File: src/rtl/traffic_phase_ctrl_if.sv
// Bundle between the sensor/push-button front end, the phase controller and the lamp drivers.
// The controller takes the slave side. A front end or testbench takes the master side.
`timescale 1ns/1ps
interface traffic_phase_ctrl_if #(
    parameter int N_APPR = 2
);
    logic                  ERR;
    logic [N_APPR-1:0]     PED;
    logic [3*N_APPR-1:0]   LIGHTS;
    logic [N_APPR-1:0]     WALK;
    logic [N_APPR-1:0]     PED_PEND;
    logic [2:0]            ACTIVE;
    logic                  FLASHING;

    modport master (
        output ERR, PED,
        input  LIGHTS, WALK, PED_PEND, ACTIVE, FLASHING
    );

    modport slave (
        input  ERR, PED,
        output LIGHTS, WALK, PED_PEND, ACTIVE, FLASHING
    );
endinterface

File: src/rtl/traffic_phase_ctrl.sv
// Round-robin N-approach phase sequencer: arrow, green, yellow and all-red per approach.
// It adds a pedestrian walk phase at the end of each round and a fault flash mode.
`timescale 1ns/1ps
module traffic_phase_ctrl #(
    parameter int N_APPR     = 2,
    parameter int CNT_W      = 8,
    parameter int ARROW_CYC  = 2,
    parameter int GREEN_CYC  = 7,
    parameter int YELLOW_CYC = 2,
    parameter int ALLRED_CYC = 1,
    parameter int WALK_CYC   = 5,
    parameter int FLASH_MODE = 0
) (
    input  logic                CLK,
    input  logic                reset,
    traffic_phase_ctrl_if.slave bus
);
    localparam logic [2:0] C_GREEN  = 3'b110;
    localparam logic [2:0] C_LARROW = 3'b101;
    localparam logic [2:0] C_YELLOW = 3'b100;
    localparam logic [2:0] C_RED    = 3'b011;
    localparam logic [2:0] C_FRED   = 3'b111;
    localparam logic [2:0] C_FYEL   = 3'b000;

    localparam logic [CNT_W-1:0] ARROW_LD  = CNT_W'(ARROW_CYC - 1);
    localparam logic [CNT_W-1:0] GREEN_LD  = CNT_W'(GREEN_CYC - 1);
    localparam logic [CNT_W-1:0] YELLOW_LD = CNT_W'(YELLOW_CYC - 1);
    localparam logic [CNT_W-1:0] ALLRED_LD = CNT_W'(ALLRED_CYC - 1);
    localparam logic [CNT_W-1:0] WALK_LD   = CNT_W'(WALK_CYC - 1);
    localparam logic [CNT_W-1:0] CNT_ZERO  = {CNT_W{1'b0}};
    localparam logic [CNT_W-1:0] CNT_ONE   = {{(CNT_W-1){1'b0}}, 1'b1};
    localparam logic [N_APPR-1:0] P_ZERO   = {N_APPR{1'b0}};
    localparam logic [2:0] LAST_A          = 3'(N_APPR - 1);

    typedef enum logic [2:0] {
        S_ALLRED = 3'd0,
        S_ARROW  = 3'd1,
        S_GREEN  = 3'd2,
        S_YELLOW = 3'd3,
        S_WALK   = 3'd4,
        S_FLASH  = 3'd5
    } state_t;

    state_t              r_state, w_state_nxt;
    logic [CNT_W-1:0]    r_cnt, w_cnt_nxt;
    logic [2:0]          r_a, w_a_nxt;
    // After reset or a fault, the clearance phase restarts the round at approach 0.
    logic                r_restart, w_restart_nxt;
    logic [N_APPR-1:0]   r_req, w_req_nxt;
    logic [N_APPR-1:0]   r_mask, w_mask_nxt;
    logic [3*N_APPR-1:0] r_lights;
    logic [N_APPR-1:0]   r_walk;
    logic                r_flashing;
    logic                w_cnt_done;

    assign w_cnt_done = (r_cnt == CNT_ZERO);

    function automatic logic [3*N_APPR-1:0] f_lights(input state_t st, input logic [2:0] act);
        logic [3*N_APPR-1:0] v;
        v = {N_APPR{C_RED}};
        for (int i = 0; i < N_APPR; i++) begin
            case (st)
                S_ARROW:  v[3*i +: 3] = (act == 3'(i)) ? C_LARROW : C_RED;
                S_GREEN:  v[3*i +: 3] = (act == 3'(i)) ? C_GREEN  : C_RED;
                S_YELLOW: v[3*i +: 3] = (act == 3'(i)) ? C_YELLOW : C_RED;
                S_FLASH:  v[3*i +: 3] = ((FLASH_MODE == 1) && (i == 0)) ? C_FYEL : C_FRED;
                default:  v[3*i +: 3] = C_RED;
            endcase
        end
        return v;
    endfunction

    // Next-state, phase counter, approach index and pedestrian latch
    always_comb begin
        w_state_nxt   = r_state;
        w_cnt_nxt     = r_cnt - CNT_ONE;
        w_a_nxt       = r_a;
        w_restart_nxt = r_restart;
        w_mask_nxt    = r_mask;
        w_req_nxt     = r_req | bus.PED;
        if (bus.ERR) begin
            w_state_nxt   = S_FLASH;
            w_cnt_nxt     = CNT_ZERO;
            w_req_nxt     = P_ZERO;
            w_mask_nxt    = P_ZERO;
            w_restart_nxt = 1'b1;
        end else begin
            case (r_state)
                S_ARROW: begin
                    if (w_cnt_done) begin
                        w_state_nxt = S_GREEN;
                        w_cnt_nxt   = GREEN_LD;
                    end else begin
                        w_state_nxt = S_ARROW;
                    end
                end
                S_GREEN: begin
                    if (w_cnt_done) begin
                        w_state_nxt = S_YELLOW;
                        w_cnt_nxt   = YELLOW_LD;
                    end else begin
                        w_state_nxt = S_GREEN;
                    end
                end
                S_YELLOW: begin
                    if (w_cnt_done) begin
                        w_state_nxt = S_ALLRED;
                        w_cnt_nxt   = ALLRED_LD;
                    end else begin
                        w_state_nxt = S_YELLOW;
                    end
                end
                S_ALLRED: begin
                    if (w_cnt_done) begin
                        w_state_nxt = S_ARROW;
                        w_cnt_nxt   = ARROW_LD;
                        if (r_restart || ((r_a == LAST_A) && (r_req == P_ZERO))) begin
                            w_a_nxt       = 3'd0;
                            w_restart_nxt = 1'b0;
                        end else if (r_a == LAST_A) begin
                            w_state_nxt = S_WALK;
                            w_cnt_nxt   = WALK_LD;
                            w_mask_nxt  = r_req | bus.PED;
                            w_req_nxt   = P_ZERO;
                        end else begin
                            w_a_nxt = r_a + 3'd1;
                        end
                    end else begin
                        w_state_nxt = S_ALLRED;
                    end
                end
                S_WALK: begin
                    if (w_cnt_done) begin
                        w_state_nxt = S_ARROW;
                        w_cnt_nxt   = ARROW_LD;
                        w_a_nxt     = 3'd0;
                        w_mask_nxt  = P_ZERO;
                    end else begin
                        w_state_nxt = S_WALK;
                    end
                end
                S_FLASH: begin
                    w_state_nxt   = S_ALLRED;
                    w_cnt_nxt     = ALLRED_LD;
                    w_req_nxt     = r_req;
                    w_restart_nxt = 1'b1;
                end
                default: begin
                    w_state_nxt   = S_FLASH;
                    w_cnt_nxt     = CNT_ZERO;
                    w_req_nxt     = r_req;
                    w_mask_nxt    = P_ZERO;
                    w_restart_nxt = 1'b1;
                end
            endcase
        end
    end

    // State register with outputs decoded from the next state so they track the state
    always_ff @(posedge CLK) begin
        if (reset) begin
            r_state    <= S_ALLRED;
            r_cnt      <= ALLRED_LD;
            r_a        <= 3'd0;
            r_restart  <= 1'b1;
            r_req      <= P_ZERO;
            r_mask     <= P_ZERO;
            r_lights   <= {N_APPR{C_RED}};
            r_walk     <= P_ZERO;
            r_flashing <= 1'b0;
        end else begin
            r_state    <= w_state_nxt;
            r_cnt      <= w_cnt_nxt;
            r_a        <= w_a_nxt;
            r_restart  <= w_restart_nxt;
            r_req      <= w_req_nxt;
            r_mask     <= w_mask_nxt;
            r_lights   <= f_lights(w_state_nxt, w_a_nxt);
            r_walk     <= (w_state_nxt == S_WALK) ? w_mask_nxt : P_ZERO;
            r_flashing <= (w_state_nxt == S_FLASH);
        end
    end

    assign bus.LIGHTS   = r_lights;
    assign bus.WALK     = r_walk;
    assign bus.PED_PEND = r_req;
    assign bus.ACTIVE   = r_a;
    assign bus.FLASHING = r_flashing;
endmodule

File: src/flat_wrapper.sv
// flat-port wrapper written by rule: the top's interface ports become plain ports
module traffic_phase_ctrl_flat 
#(
    parameter int N_APPR     = 2,
    parameter int CNT_W      = 8,
    parameter int ARROW_CYC  = 2,
    parameter int GREEN_CYC  = 7,
    parameter int YELLOW_CYC = 2,
    parameter int ALLRED_CYC = 1,
    parameter int WALK_CYC   = 5,
    parameter int FLASH_MODE = 0
)
  (CLK, reset, bus_ERR, bus_PED, bus_LIGHTS, bus_WALK, bus_PED_PEND, bus_ACTIVE, bus_FLASHING);
  traffic_phase_ctrl_if #(.N_APPR(N_APPR)) bus_i ();
  input  logic CLK;
  input  logic reset;
  input wire logic [$bits(bus_i.ERR)-1:0] bus_ERR;
  input wire logic [$bits(bus_i.PED)-1:0] bus_PED;
  output wire logic [$bits(bus_i.LIGHTS)-1:0] bus_LIGHTS;
  output wire logic [$bits(bus_i.WALK)-1:0] bus_WALK;
  output wire logic [$bits(bus_i.PED_PEND)-1:0] bus_PED_PEND;
  output wire logic [$bits(bus_i.ACTIVE)-1:0] bus_ACTIVE;
  output wire logic [$bits(bus_i.FLASHING)-1:0] bus_FLASHING;
  assign bus_i.ERR = bus_ERR;
  assign bus_i.PED = bus_PED;
  assign bus_LIGHTS = bus_i.LIGHTS;
  assign bus_WALK = bus_i.WALK;
  assign bus_PED_PEND = bus_i.PED_PEND;
  assign bus_ACTIVE = bus_i.ACTIVE;
  assign bus_FLASHING = bus_i.FLASHING;
  traffic_phase_ctrl #(.N_APPR(N_APPR), .CNT_W(CNT_W), .ARROW_CYC(ARROW_CYC), .GREEN_CYC(GREEN_CYC), .YELLOW_CYC(YELLOW_CYC), .ALLRED_CYC(ALLRED_CYC), .WALK_CYC(WALK_CYC), .FLASH_MODE(FLASH_MODE)) u_core (.CLK(CLK), .reset(reset), .bus(bus_i));
endmodule
File: config.mk
export PLATFORM = sky130hd
export DESIGN_NAME = traffic_phase_ctrl_flat
export DESIGN_NICKNAME = d
export VERILOG_FILES = /design/src/rtl/traffic_phase_ctrl_if.sv /design/src/rtl/traffic_phase_ctrl.sv /design/src/flat_wrapper.sv
export SDC_FILE = /design/constraint.sdc
export NUM_CORES = 1
export LEC_CHECK = 0
export BUFFER_PORTS_ARGS = -buffer_cell sky130_fd_sc_hd__buf_2
export CELL_PAD_IN_SITES_DETAIL_PLACEMENT = 1
export CELL_PAD_IN_SITES_GLOBAL_PLACEMENT = 1
export CORE_UTILIZATION = 44
export CTS_BUF_LIST = sky130_fd_sc_hd__clkbuf_8 sky130_fd_sc_hd__clkbuf_16
export CTS_CLUSTER_DIAMETER = 30
export DETAILED_ROUTE_END_ITERATION = 12
export GPL_ROUTABILITY_DRIVEN = 0
export PLACE_DENSITY_LB_ADDON = 0.1
export SLEW_MARGIN = 20
export SYNTH_ARGS = -nofsm -noshare
export SYNTH_HDL_FRONTEND = slang
export SYNTH_SLANG_ARGS = --single-unit
File: constraint.sdc
create_clock -name CLK -period 3.95 [get_ports CLK]
set_input_delay 0 -clock CLK [delete_from_list [all_inputs] [get_ports CLK]]
set_output_delay 0 -clock CLK [all_outputs]
set_load 0.005 [all_outputs]
; ---- Word-level counts from Yosys, hierarchy flattened
; Index checks and enable logic that the tools add are counted.
[word_totals]
register_bits = 28
in_bits = 5
wordCells = 84
[op_classes]
add_sub_neg = 2
eq_ne = 14
n_mux = 43
bitwise = 3
n_reduce_logical = 13
[op_table]
columns = op, count
row1 = $mux W3, 17
row2 = $mux W8, 5
row3 = $pmux W8 S4, 1
row4 = $pmux W3 S4, 2
row5 = $mux W2, 10
row6 = $pmux W3 S6, 1
row7 = $eq A3 B1 Y1 const B, 4
row8 = $eq A3 B2 Y1 const B, 4
row9 = $eq A3 B3 Y1 const B, 4
row10 = $logic_not A8 Y1, 1
row11 = $reduce_or A4 Y1, 2
row12 = $sub A8 B1 Y8 const B, 1
row13 = $logic_not A3 Y1, 2
row14 = $pmux W2 S3, 1
row15 = $pmux W3 S2, 1
row16 = $reduce_or A2 Y1, 3
row17 = $ne A2 B1 Y1 const B, 2
row18 = $pmux W2 S2, 1
row19 = $add A3 B1 Y3 const B, 1
row20 = $mux W1, 3
row21 = $reduce_and A3 Y1, 1
row22 = $logic_not A2 Y1, 1
row23 = $not A1 Y1, 2
row24 = $or A2 B2 Y2, 1
row25 = other kinds (4), 4

; ---- Longest topological paths before layout
; Gate-level depths: netlist of run 1.
[logic_depth]
word_depth = 10
ltp_mapped = 9
ltp_nobuf = 8

; ---- Worst setup path after synthesis of run 1
; No wires, ideal clock.
[synth_timing]
path_kind = register to register
from = reg u_core.r_cnt[0]
to = reg u_core.r_lights[5], in the netlist u_core.bus.LIGHTS[5]
setup_ns = 0.059
t_arrival_ns = 2.423
required_ns = 3.891
setup_slack_ns = 1.469
stages_incl_launch_ff = 10
n_path_buf = 1
period_less_slack_ns = 2.481
path_cell_list = dfxtp_1 > inv_1 > ha_1 > or3b_2 > or3_1 > buf_2 > or3_4 > o41a_1 > o21ai_1 > and2_1
[synth_via]
elab_chain_len = 7
[synth_rtl]
columns = item, line
row1 = from (decl), traffic_phase_ctrl.sv:45  ; logic [CNT_W-1:0] r_cnt, w_cnt_nxt;
row2 = from (signal assigned), traffic_phase_ctrl.sv:173  ; r_cnt <= w_cnt_nxt;
row3 = $logic_not A8 Y1 *, traffic_phase_ctrl.sv:56  ; assign w_cnt_done = (r_cnt == CNT_ZERO);
row4 = $mux W3 (on tied branches), "traffic_phase_ctrl.sv:133, traffic_phase_ctrl.sv:114"
row5 = $pmux W3 S2, traffic_phase_ctrl.sv:88  ; case (r_state)
row6 = $mux W3, traffic_phase_ctrl.sv:81  ; if (bus.ERR) begin
row7 = $eq A3 B1 Y1, "traffic_phase_ctrl.sv:63, traffic_phase_ctrl.sv:64, traffic_phase_ctrl.sv:65"
row8 = $mux W3 (on tied branches), "traffic_phase_ctrl.sv:65, traffic_phase_ctrl.sv:63, traffic_phase_ctrl.sv:64"
row9 = $pmux W3 S4 *, traffic_phase_ctrl.sv:62  ; case (st)
row10 = to (signal assigned), traffic_phase_ctrl.sv:168  ; r_lights <= {N_APPR{C_RED}};
row11 = to (signal assigned), traffic_phase_ctrl.sv:178  ; r_lights <= f_lights(w_state_nxt, w_a_nxt);
row12 = to (decl), traffic_phase_ctrl.sv:51  ; logic [3*N_APPR-1:0] r_lights;
; Every way passes the cells marked *; elsewhere a longest branch is shown, timed or not.
; A chain may end at the register's enable or synchronous reset.

; ---- Worst setup path after layout of run 1
[layout_timing]
from = reg u_core.r_cnt[0]
to = reg u_core.r_lights[2], in the netlist u_core.bus.LIGHTS[2]
[layout_via]
elab_chain_len = 7
[layout_rtl]
columns = item, line
row1 = $logic_not A8 Y1 *, traffic_phase_ctrl.sv:56
row2 = $mux W3 (on tied branches), "traffic_phase_ctrl.sv:133, traffic_phase_ctrl.sv:114"
row3 = $pmux W3 S2, traffic_phase_ctrl.sv:88
row4 = $mux W3, traffic_phase_ctrl.sv:81
row5 = $logic_not A3 Y1, "traffic_phase_ctrl.sv:63, traffic_phase_ctrl.sv:64, traffic_phase_ctrl.sv:65"
row6 = $mux W3 (on tied branches), "traffic_phase_ctrl.sv:65, traffic_phase_ctrl.sv:63, traffic_phase_ctrl.sv:64"
row7 = $pmux W3 S4 *, traffic_phase_ctrl.sv:62
; Marks and branches as above.

==> metrics.md, run 1 <==
| Metric | Value |
|---|---|
| # diodes | `0` |
| CTS Hold Buffers Added | `0` |
| Yosys reg bits | `28` |
| Violated checks | `DRC` |
| Critical-path cell list | `inv_1 -> ha_1 -> or3b_2 -> or3_1 -> or3_4 -> o41ai_2 -> o21ai_0 -> and2_1` |
| Slowest stage delay, CP | `~0.49 ns` |
| Mapped Cells | `165` |
| Final hold violations | `0` |
| Sequential-to-total area share from yosys stat | `0.415` |
| Vias per cell | `a little under 6` |
| RSZ-0062 raised after global routing | `false` |
| DR iter-0 viols | `39` |
| Post-synthesis instance area | `1350 um2` |
| Startpoint types | `register` |
| Clock Latency Late Sink | `about 0.28 ns` |
| CTS tree | `done` |
| Router iterations before antenna repair | `8` |
| Total CTS buffers | `3` |
| Post_cts resized | `0` |
| Routed wire length | `3410 um` |
| Post-CTS Setup Bufs | `0` |
| # nets final | `190` |
| Finished Cell Area | `roughly 1500 um2` |
| Final Slew Violations | `0` |
| Status | `complete, but fails checks` |
| Max-cap viol count | `0` |
| Setup violations, final | `0` |
| Port Buf Inserts | `18` |
| Antenna violations before repair | `0` |
| Row cnt | `19` |
| Clock sink count | `28` |
| Max stage delay cell, worst path | `or3b_2` |
| Max Freq | `between 0.3 and 0.4 GHz` |
| Pleak | `0.595 nW` |
| Placed cell area | `1450 um2` |
| Total Routing Usage GR | `0.224` |
| Vias in the first global route | `1223` |
| Worst hold path class | `in2reg` |
| Root buf cell | `clkbuf_8` |
| Share of post-route cells with drive strength above 1 | `0.172` |
| Core Region | `2830 um2` |
| Largest fanout on the critical path | `7` |
| Die H | `57.4 um` |
| Synthesized area per cell | `8.19 um2` |
| Die area | `3300 um2` |
| Die W | `57.4 um` |
| First-pass GRT wire length | `5790 um` |
| Largest net degree at the start of global routing | `18` |
| Setup_tns | `0 ns` |
| Residual DRC count | `1` |
| Clock Skews | `0.00181 ns` |
| Total number of vias | `roughly 1200` |
| Worst Path Arrival | `2.99 ns` |
| Remaining global-route overflow | `0` |
| Clock transition at path regs | `0.09 ns` |
| CTS H-tree depth | `1` |
| Critical Path RT | `4.13 ns` |
| Worst IR Drop VDD | `0.407 mV` |
| Synth Warn # | `0` |
| Power per Cell Area | `781 nW/um2` |
| Fin crit share | `0.711` |
| Final ANT Viol Nets | `0` |
| Synth cell types | `36` |
| Initial core utilization | `0.478` |
| Avg WL per Cell | `16.2 um` |
| Relative slew slack | `0.305` |
| CP endpoint kind | `register` |
| CTS Buffer Depth | `2` |
| Min Tclk post-route | `2.81 ns` |
| Worst setup path class | `reg2reg` |
| Post-synth net total | `174` |
| I/O pins | `19` |
| Slew of the pin with the lowest slew margin | `1.02 ns` |
| Area Overhead vs Synth | `11.6%` |
| Post-detail-place hpwl | `around 2600 um` |
## stage by stage
| step | total power, mW | worst slack (ns) | hold WS [ns] | utilization | std cells |
|---|---|---|---|---|---|
| after CTS | 1.18 | 1.16 | 0.0230 | 0.533 | 211 |
| final | 1.18 | 1.14 | 0.0205 | 0.533 | 211 |
| after global routing | 1.27 | 1.03 | 0.0368 | 0.533 | 211 |
| after global placement | 0.974 | 1.20 | 0.310 | 0.513 | 207 |
| after floorplan | 0.862 | 1.47 | 0.198 | - | 165 |
| after detailed placement | 0.993 | 1.16 | 0.317 | 0.513 | 207 |
## report_power, final
| group | switching (mW) | internal, mW | total, mW |
|---|---|---|---|
| logic | 0.355 | 0.228 | 0.582 |
| registers | 0.0703 | 0.345 | 0.416 |
| clock network | 0.0899 | 0.0894 | 0.179 |
| total | 0.515 | 0.662 | 1.18 |
## routing by layer
metal,up-vias,share of wire,GRT usage
met5,-,0,0
met4,0,0.016,0.0767
met3,7,0.024,0.0295
met2,21,0.48,0.374
met1,588,0.48,0.298
li1,620,-,-
## synthesized netlist by cell type
cell	count	area (um2)
dfxtp_1	28	561
nor2_1	21	78.8
a21oi_1	19	95.1
nand2_1	13	48.8
inv_1	7	26.3
nand3_1	7	35.0
o21ai_0	7	35.0
clkbuf_1	6	22.5
nor3_1	6	30.0
nor4_1	6	37.5
o21a_1	5	37.5
ha_1	4	50.1
and2_1	3	18.8
or3_1	3	18.8
xor2_1	3	26.3
a2111oi_0	2	17.5
nor2b_1	2	12.5
nor3b_1	2	15.0
o31ai_1	2	15.0
or2_2	2	12.5
or4b_2	2	20.0
a2111oi_2	1	15.0
a211o_1	1	8.76
a211oi_1	1	7.51
buf_2	1	5.00
nand2b_1	1	6.26
o21ai_1	1	5.00
o22ai_1	1	6.26
o2bb2ai_1	1	8.76
o41a_1	1	11.3
o41ai_2	1	16.3
or3_4	1	11.3
or3b_2	1	8.76
or4_1	1	7.51
or4_4	1	11.3
xnor2_1	1	8.76
## area by class of cell
cell class | instances | area, um2
Sequential cell | 28 | 561
Fill cell | 359 | 1320
Inverter | 7 | 26.3
Tap cell | 31 | 38.8
Timing Repair Buffer | 18 | 90.1
Clock buffer | 4 | 55.1
Multi-Input combinational cell | 123 | 737
## critical path: cells and delay by family (launching register included)
kind,cells,cell delay (ns)
and+or+nand+nor,4,1.53
AOI/OAI and AO/OA,2,0.56
DFF,1,0.34
adders and majority gates,1,0.19
buffers and inverters,1,0.10
## sequential cells by signal, indices dropped and copies added, names as in the netlist
register	count
u_core.r_state	3
u_core.bus.FLASHING	1
u_core.bus.PED_PEND	2
u_core.bus.WALK	2
u_core.r_mask	2
u_core.bus.ACTIVE	3
u_core.r_restart	1
u_core.bus.LIGHTS	6
u_core.r_cnt	8
## logic make-up after synthesis
group                      synth area share
AOI/OAI and AO/OA                     0.206
xor gates and xnor gates             0.0259
adders and majority gates            0.0370
buffers and inverters                0.0398
DFF                                   0.415
and+or+nand+nor                       0.276
## cell usage in the layout (no fill, tap or decap)
| cell type | count |
|---|---|
| o21ai_0 | 7 |
| a2111oi_0 | 2 |
| nor2b_1 | 2 |
| o21a_1 | 5 |
| nand3_1 | 7 |
| nor2_1 | 21 |
| or4_1 | 1 |
| or3_1 | 3 |
| o41a_1 | 1 |
| o31ai_1 | 2 |
| a211oi_1 | 1 |
| or3b_2 | 1 |
| nor4_1 | 6 |
| xor2_1 | 3 |
| nand2_1 | 13 |
| nor3_1 | 6 |
| xnor2_1 | 1 |
| a2111oi_2 | 1 |
| or4_4 | 1 |
| o2bb2ai_1 | 1 |
| a21oi_1 | 19 |
| nand2b_1 | 1 |
| clkbuf_8 | 4 |
| o41ai_2 | 1 |
| nor3b_1 | 2 |
| or2_2 | 2 |
| ha_1 | 4 |
| or3_4 | 1 |
| a211o_1 | 1 |
| and2_1 | 3 |
| buf_2 | 18 |
| or4b_2 | 2 |
| dfxtp_1 | 28 |
| o21ai_1 | 1 |
| o22ai_1 | 1 |
| inv_1 | 7 |
## final timing paths
path,slack [ns],to,cells after the start,start
max reg2reg,1.14,u_core.bus.LIGHTS[2],8,u_core.r_cnt[0]
min reg2reg,0.50,u_core.bus.WALK[0],2,u_core.r_mask[0]
max,1.14,u_core.bus.LIGHTS[2],8,u_core.r_cnt[0]
min,0.02,u_core.bus.ACTIVE[2],2,reset
Note: power is estimated with default switching activity, not from simulation.
==> run 2, diff against run 1 <==
- CORE_UTILIZATION: 44 -> 41
- clock period: 3.95 -> 2.9 ns (I/O delays scaled with it)
==> run 2 against run 1 <==
  * The flow now finishes without violations
  * Worst setup slack got worse by 0.97 ns
  * Critical path depth is the same
  * Global-route usage increased by 1.3 points
  * Clock skew is 0.0083 ns higher
  * Sequential power increased by 34%
  * Die area up 7.1%
  * Final cell count rose by 9.0%
  * Largest power group unchanged
  * Highest routed layer unchanged
==> metrics.md, run 2 (synthesis results as in run 1) <==
| Metric | Value |
|---|---|
| Die H | `59.4 um` |
| Worst Setup Slack, final | `0.174 ns` |
| Avg WL per Cell | `about 16 um` |
| Cell Int Power | `0.951 mW` |
| Clock Latency Late Sink | `0.28 ns` |
| Setup_tns | `0 ns` |
| R2r setup slk | `~0.17 ns` |
| Met3 Track Usage GR | `0.0262` |
| Core Region | `3080 um2` |
| I/O pins | `19` |
| Worst setup startpoint | `u_core.r_cnt[0]` |
| Worst IR Drop VDD | `0.388 mV` |
| Met1 usage | `0.292` |
| Startpoint types | `register` |
| Antenna violations before repair | `0` |
| Min Tclk post-route | `2.73 ns` |
| Sw power | `~0.72 mW` |
| Commonest non-fill, non-tap cell in the layout | `dfxtp_1` |
| Post_cts resized | `0` |
| Total CTS buffers | `3` |
| Setup crit end | `u_core.bus.LIGHTS[5]` |
| Post-detail-place hpwl | `2870 um` |
| Clock sink count | `28` |
| Max-cap viol count | `0` |
| CTS Hold Buffers Added | `0` |
| Slew of the pin with the lowest slew margin | `0.653 ns` |
| Worst Path Arrival | `between 2 and 3 ns` |
| Critical Path RT | `around 3.1 ns` |
| Met2 usage | `0.417` |
| Port Buf Inserts | `18` |
| Post-CTS Setup Bufs | `0` |
| Hold Worst Slack | `roughly 0.030 ns` |
| Sequential Power Share | `0.333` |
| Total Routing Usage GR | `0.238` |
| Worst reg2reg path startpoint | `u_core.r_cnt[0]` |
| Combinational share of power | `0.522` |
| Initial core utilization | `0.439` |
| Clock Skews | `roughly 0.01 ns` |
| Die area | `approximately 3500 um2` |
| Vias in the first global route | `1329` |
| DR iter-0 viols | `56` |
| Largest fanout on the critical path | `7` |
| Row cnt | `20` |
| Max Freq | `0.367 GHz` |
| Area Overhead vs Synth | `16.1%` |
| WP buf/inv | `1` |
| Final Slew Violations | `0` |
| CP endpoint kind | `register` |
| Stages on worst setup path | `8` |
| Remaining global-route overflow | `0` |
| Cells on worst reg2reg path | `8` |
| Global route hottest layer | `met2` |
| Net Sw Frac | `0.431` |
| Pleak | `about 0.63 nW` |
| Largest net degree at the start of global routing | `18` |
| Final ANT Viol Nets | `0` |
| CTS tree | `done` |
| CTS H-tree depth | `1` |
| Critical-path cell list | `inv_1 -> ha_1 -> or3b_2 -> or3_1 -> or3_4 -> o41a_1 -> o21ai_1 -> and2_1` |
| Status | `finished clean` |
| Setup violations, final | `0` |
| Register with the most flip-flops | `u_core.r_cnt` |
| Most frequent cells in the layout | `dfxtp_1 (28), nor2_1 (21), a21oi_1 (19), buf_2 (18), nand2_1 (13)` |
| CP delay by family, top | `simple AND/OR/NAND/NOR gates` |
| Routed wire length | `3650 um` |
| Final hold violations | `0` |
| # nets final | `196` |
| Worst setup path class | `reg2reg` |
| Power per Cell Area | `1060 nW/um2` |
| Residual DRC count | `0` |
| RSZ-0062 raised after global routing | `false` |
| # diodes | `0` |
| Router iterations before antenna repair | `4` |
| Worst slack, placed | `0.218 ns` |
| Clock transition at path regs | `0.10 ns` |
| First-pass GRT wire length | `6150 um` |
| Max reg flops | `8` |
| Total number of vias | `between 1000 and 1500` |
| Worst hold path class | `in2reg` |
| Die W | `59.4 um` |
| Vias per cell | `5.55` |
| Slowest stage delay, CP | `around 0.50 ns` |
| Max stage delay cell, worst path | `or3b_2` |
| CTS Buffer Depth | `2` |
| Fin crit share | `0.940` |
| Reg2reg end | `u_core.bus.LIGHTS[5]` |
| Relative slew slack | `0.561` |
| Root buf cell | `clkbuf_8` |
| Share of post-route cells with drive strength above 1 | `0.199` |
| Clk pwr share | `0.146` |
## run 2: metal layers
metal	vias to the layer above	wire length (um)	part of all wire
li1	627	-	-
met2	21	1900	0.52
met4	0	56	0.015
met3	6	87	0.024
met1	622	1610	0.44
met5	-	0	0
## run 2: how the worst min path moves through the flow
stage	from	to	slack, ns	depth (start not counted)
2_1_floorplan	bus_PED[0]	u_core.bus.PED_PEND[0]	0.20	2
3_3_place_gp	reset	u_core.r_state[0]	0.32	2
3_5_place_dp	bus_PED[0]	u_core.bus.PED_PEND[0]	0.32	3
4_1_cts	reset	u_core.r_state[0]	0.03	2
5_1_grt	reset	u_core.r_state[0]	0.04	2
6_report	reset	u_core.r_state[0]	0.03	2
## run 2: metrics by stage
stage | cells | util | cell area, um2 | power (mW)
after floorplan | 165 | - | 1350 | 1.17
after global placement | 226 | 0.492 | 1510 | 1.39
after detailed placement | 226 | 0.492 | 1510 | 1.43
after CTS | 230 | 0.510 | 1570 | 1.69
after global routing | 230 | 0.510 | 1570 | 1.81
final | 230 | 0.510 | 1570 | 1.67
## run 2: layout make-up
cell class                 count  area, um2
fill                         408       1510
sequential                    28        561
timing repair buffer          24        135
inverter                       7       26.3
multi-input combinational    123        737
tap                           44       55.1
clock buffer                   4       55.1
## run 2: power by group through the flow
| stage | clock network [mW] | logic, mW | registers, mW |
|---|---|---|---|
| 3_3_place_gp | 0 | 0.835 | 0.558 |
| 4_1_cts | 0.248 | 0.882 | 0.556 |
| 5_1_grt | 0.261 | 0.981 | 0.567 |
| 3_5_place_dp | 0 | 0.869 | 0.565 |
| 6_report | 0.243 | 0.871 | 0.556 |
| 2_1_floorplan | 0 | 0.633 | 0.541 |
==> run 3, diff against run 2 <==
- CORE_MARGIN: unset -> 8
- SLEW_MARGIN: 20 -> 25
==> run 3 against run 2 <==
  * Flip-flop and latch count did not move
  * Non-clock buffer count did not move
  * Final area rose by 1.2%
  * Combinational power barely moved
  * Register-to-register slack barely moved
  * Count of clock-buffer cells in the layout fell by 1
  * Clock skew fell by 0.0071 ns
  * Critical path depth did not move
  * Total power rose by 3.7%
  * Global-route usage fell by 9.3 points
  * Routed wire length rose by 1.5%
==> metrics.md, run 3 (synthesis results as in run 1) <==
| Metric | Value |
|---|---|
| CTS Hold Buffers Added | `0` |
| RSZ-0062 raised after global routing | `false` |
| Hold Worst Slack | `between 0.04 and 0.05 ns` |
| Min Tclk post-route | `roughly 2.7 ns` |
| Total Routing Usage GR | `0.145` |
| Hold Startpoint | `bus_PED[1]` |
| Clock Latency Late Sink | `around 0.27 ns` |
| Max-cap viol count | `0` |
| I/O pins | `19` |
| Hold Path Sink | `u_core.bus.PED_PEND[1]` |
| Startpoint types | `register` |
| CTS tree | `done` |
| R2r setup slk | `0.16 ns` |
| Layout fillers | `433` |
| Relative slew slack | `0.540` |
| Largest fanout on the critical path | `7` |
| CP delay by family, top | `simple AND/OR/NAND/NOR gates` |
| Worst setup path class | `reg2reg` |
| Clock sink count | `28` |
| WP buf/inv | `1` |
| Residual DRC count | `0` |
| Die W | `73.4 um` |
| Critical-path cell list | `inv_1 -> ha_1 -> or3b_2 -> or3_1 -> or3_4 -> o41ai_2 -> o21ai_0 -> and2_1` |
| Status | `finished clean` |
| Combinational share of power | `0.503` |
| Final ANT Viol Nets | `0` |
| # nets final | `196` |
| Net Sw Frac | `0.427` |
| Core Region | `3260 um2` |
| Most frequent cells in the layout | `dfxtp_1 (28), nor2_1 (21), a21oi_1 (19), buf_2 (18), nand2_1 (13)` |
| Root buf cell | `clkbuf_8` |
| # diodes | `0` |
| Setup_tns | `0 ns` |
| Routed wire length | `between 3000 and 4000 um` |
| Register with the most flip-flops | `u_core.r_cnt` |
| Vias in the first global route | `1234` |
| Vias per cell | `5.45` |
| Worst reg2reg path startpoint | `u_core.r_cnt[0]` |
| Sw power | `about 0.74 mW` |
| Die area | `5390 um2` |
| Post-CTS Setup Bufs | `0` |
| Reg2reg end | `u_core.bus.LIGHTS[2]` |
| Commonest non-fill, non-tap cell in the layout | `dfxtp_1` |
| Worst Path Arrival | `2.91 ns` |
| Max reg flops | `8` |
| Clk pwr share | `0.177` |
| Avg WL per Cell | `16.0 um` |
| CTS H-tree depth | `1` |
| Power per Cell Area | `1090 nW/um2` |
| Hold-critical path depth | `3` |
| Share of post-route cells with drive strength above 1 | `0.199` |
| Router iterations before antenna repair | `4` |
| Clock transition at path regs | `0.10 ns` |
| Sequential Power Share | `0.320` |
| Port Buf Inserts | `18` |
| Worst hold path class | `in2reg` |
| Worst IR Drop VDD | `0.542 mV` |
| Row cnt | `21` |
| Die H | `73.4 um` |
| Multi-input gate area | `approximately 740 um2` |
| Initial core utilization | `0.415` |
| Area Overhead vs Synth | `17.5%` |
| CTS Buffer Depth | `2` |
| Stages on worst setup path | `8` |
| Max stage delay cell, worst path | `or3_1` |
| Final Slew Violations | `0` |
| Critical Path RT | `3.08 ns` |
| DR iter-0 viols | `70` |
| Post-detail-place hpwl | `2880 um` |
| Cell Int Power | `between 0.9 and 1 mW` |
| Slowest stage delay, CP | `0.50 ns` |
| Post_cts resized | `0` |
| Slew of the pin with the lowest slew margin | `0.684 ns` |
| CP endpoint kind | `register` |
| Clock Skews | `0.00305 ns` |
| Remaining global-route overflow | `0` |
| Final hold violations | `0` |
| Fin crit share | `0.943` |
| Total number of vias | `1264` |
| Cells on worst reg2reg path | `8` |
| First-pass GRT wire length | `between 6000 and 7000 um` |
| Setup violations, final | `0` |
| Max Freq | `0.366 GHz` |
| Largest net degree at the start of global routing | `18` |
| Total CTS buffers | `3` |
| Pleak | `0.634 nW` |
| Sequential cell area | `561 um2` |
| Antenna violations before repair | `0` |
[run 3: cell count changes in the layout (fill, tap and decap cells not counted), sizes merged]
cell    before  now
bufinv       0    1
clkbuf       4    3
[run 3: worst min-delay path: cells and delay by family]
family	cells	cell delay, ns
AO/OA/AOI/OAI	1	0.12
buffers and inverters	1	0.11
AND/OR/NAND/NOR	1	0.05
[run 3: per-layer routing]
| metal | part of all wire | GRT usage |
|---|---|---|
| met4 | 0.0051 | 0.0333 |
| met2 | 0.46 | 0.225 |
| met5 | 0 | 0 |
| met3 | 0.035 | 0.0246 |
| met1 | 0.50 | 0.200 |
[run 3: layout make-up]
type,instances,area share
multi-input cells,123,0.464
clock inverters,1,0.0189
well taps,46,0.0362
repair buffers,24,0.0851
inverters,7,0.0165
clock buffers,3,0.0260
flip-flops and latches,28,0.353
[run 3: power groups by stage]
stage / sequential (mW) / combinational, mW / clock (mW)
final: 0.555 / 0.871 / 0.307
after global placement: 0.557 / 0.818 / 0
after CTS: 0.553 / 0.869 / 0.313
after floorplan: 0.541 / 0.633 / 0
after global routing: 0.563 / 0.975 / 0.330
after detailed placement: 0.562 / 0.853 / 0
[run 3: how the worst max path moves through the flow]
stage | to | start | slack, ns
after global placement | u_core.bus.LIGHTS[2] | u_core.r_cnt[0] | 0.32
after detailed placement | u_core.bus.LIGHTS[2] | u_core.r_cnt[0] | 0.23
final | u_core.bus.LIGHTS[2] | u_core.r_cnt[0] | 0.16
after floorplan | u_core.bus.LIGHTS[5] | u_core.r_cnt[0] | 0.42
after CTS | u_core.bus.LIGHTS[5] | u_core.r_cnt[0] | 0.22
after global routing | u_core.bus.LIGHTS[5] | u_core.r_cnt[0] | 0.07
[run 3: stage by stage]
step | power (mW) | instances | worst slack, ns | util | cell area (um2)
finish | 1.73 | 232 | 0.165 | 0.487 | 1590
CTS | 1.74 | 232 | 0.222 | 0.487 | 1590
floorplan | 1.17 | 165 | 0.419 | - | 1350
detailed placement | 1.42 | 228 | 0.231 | 0.465 | 1520
global placement | 1.38 | 228 | 0.321 | 0.465 | 1520
global route | 1.87 | 232 | 0.0715 | 0.487 | 1590
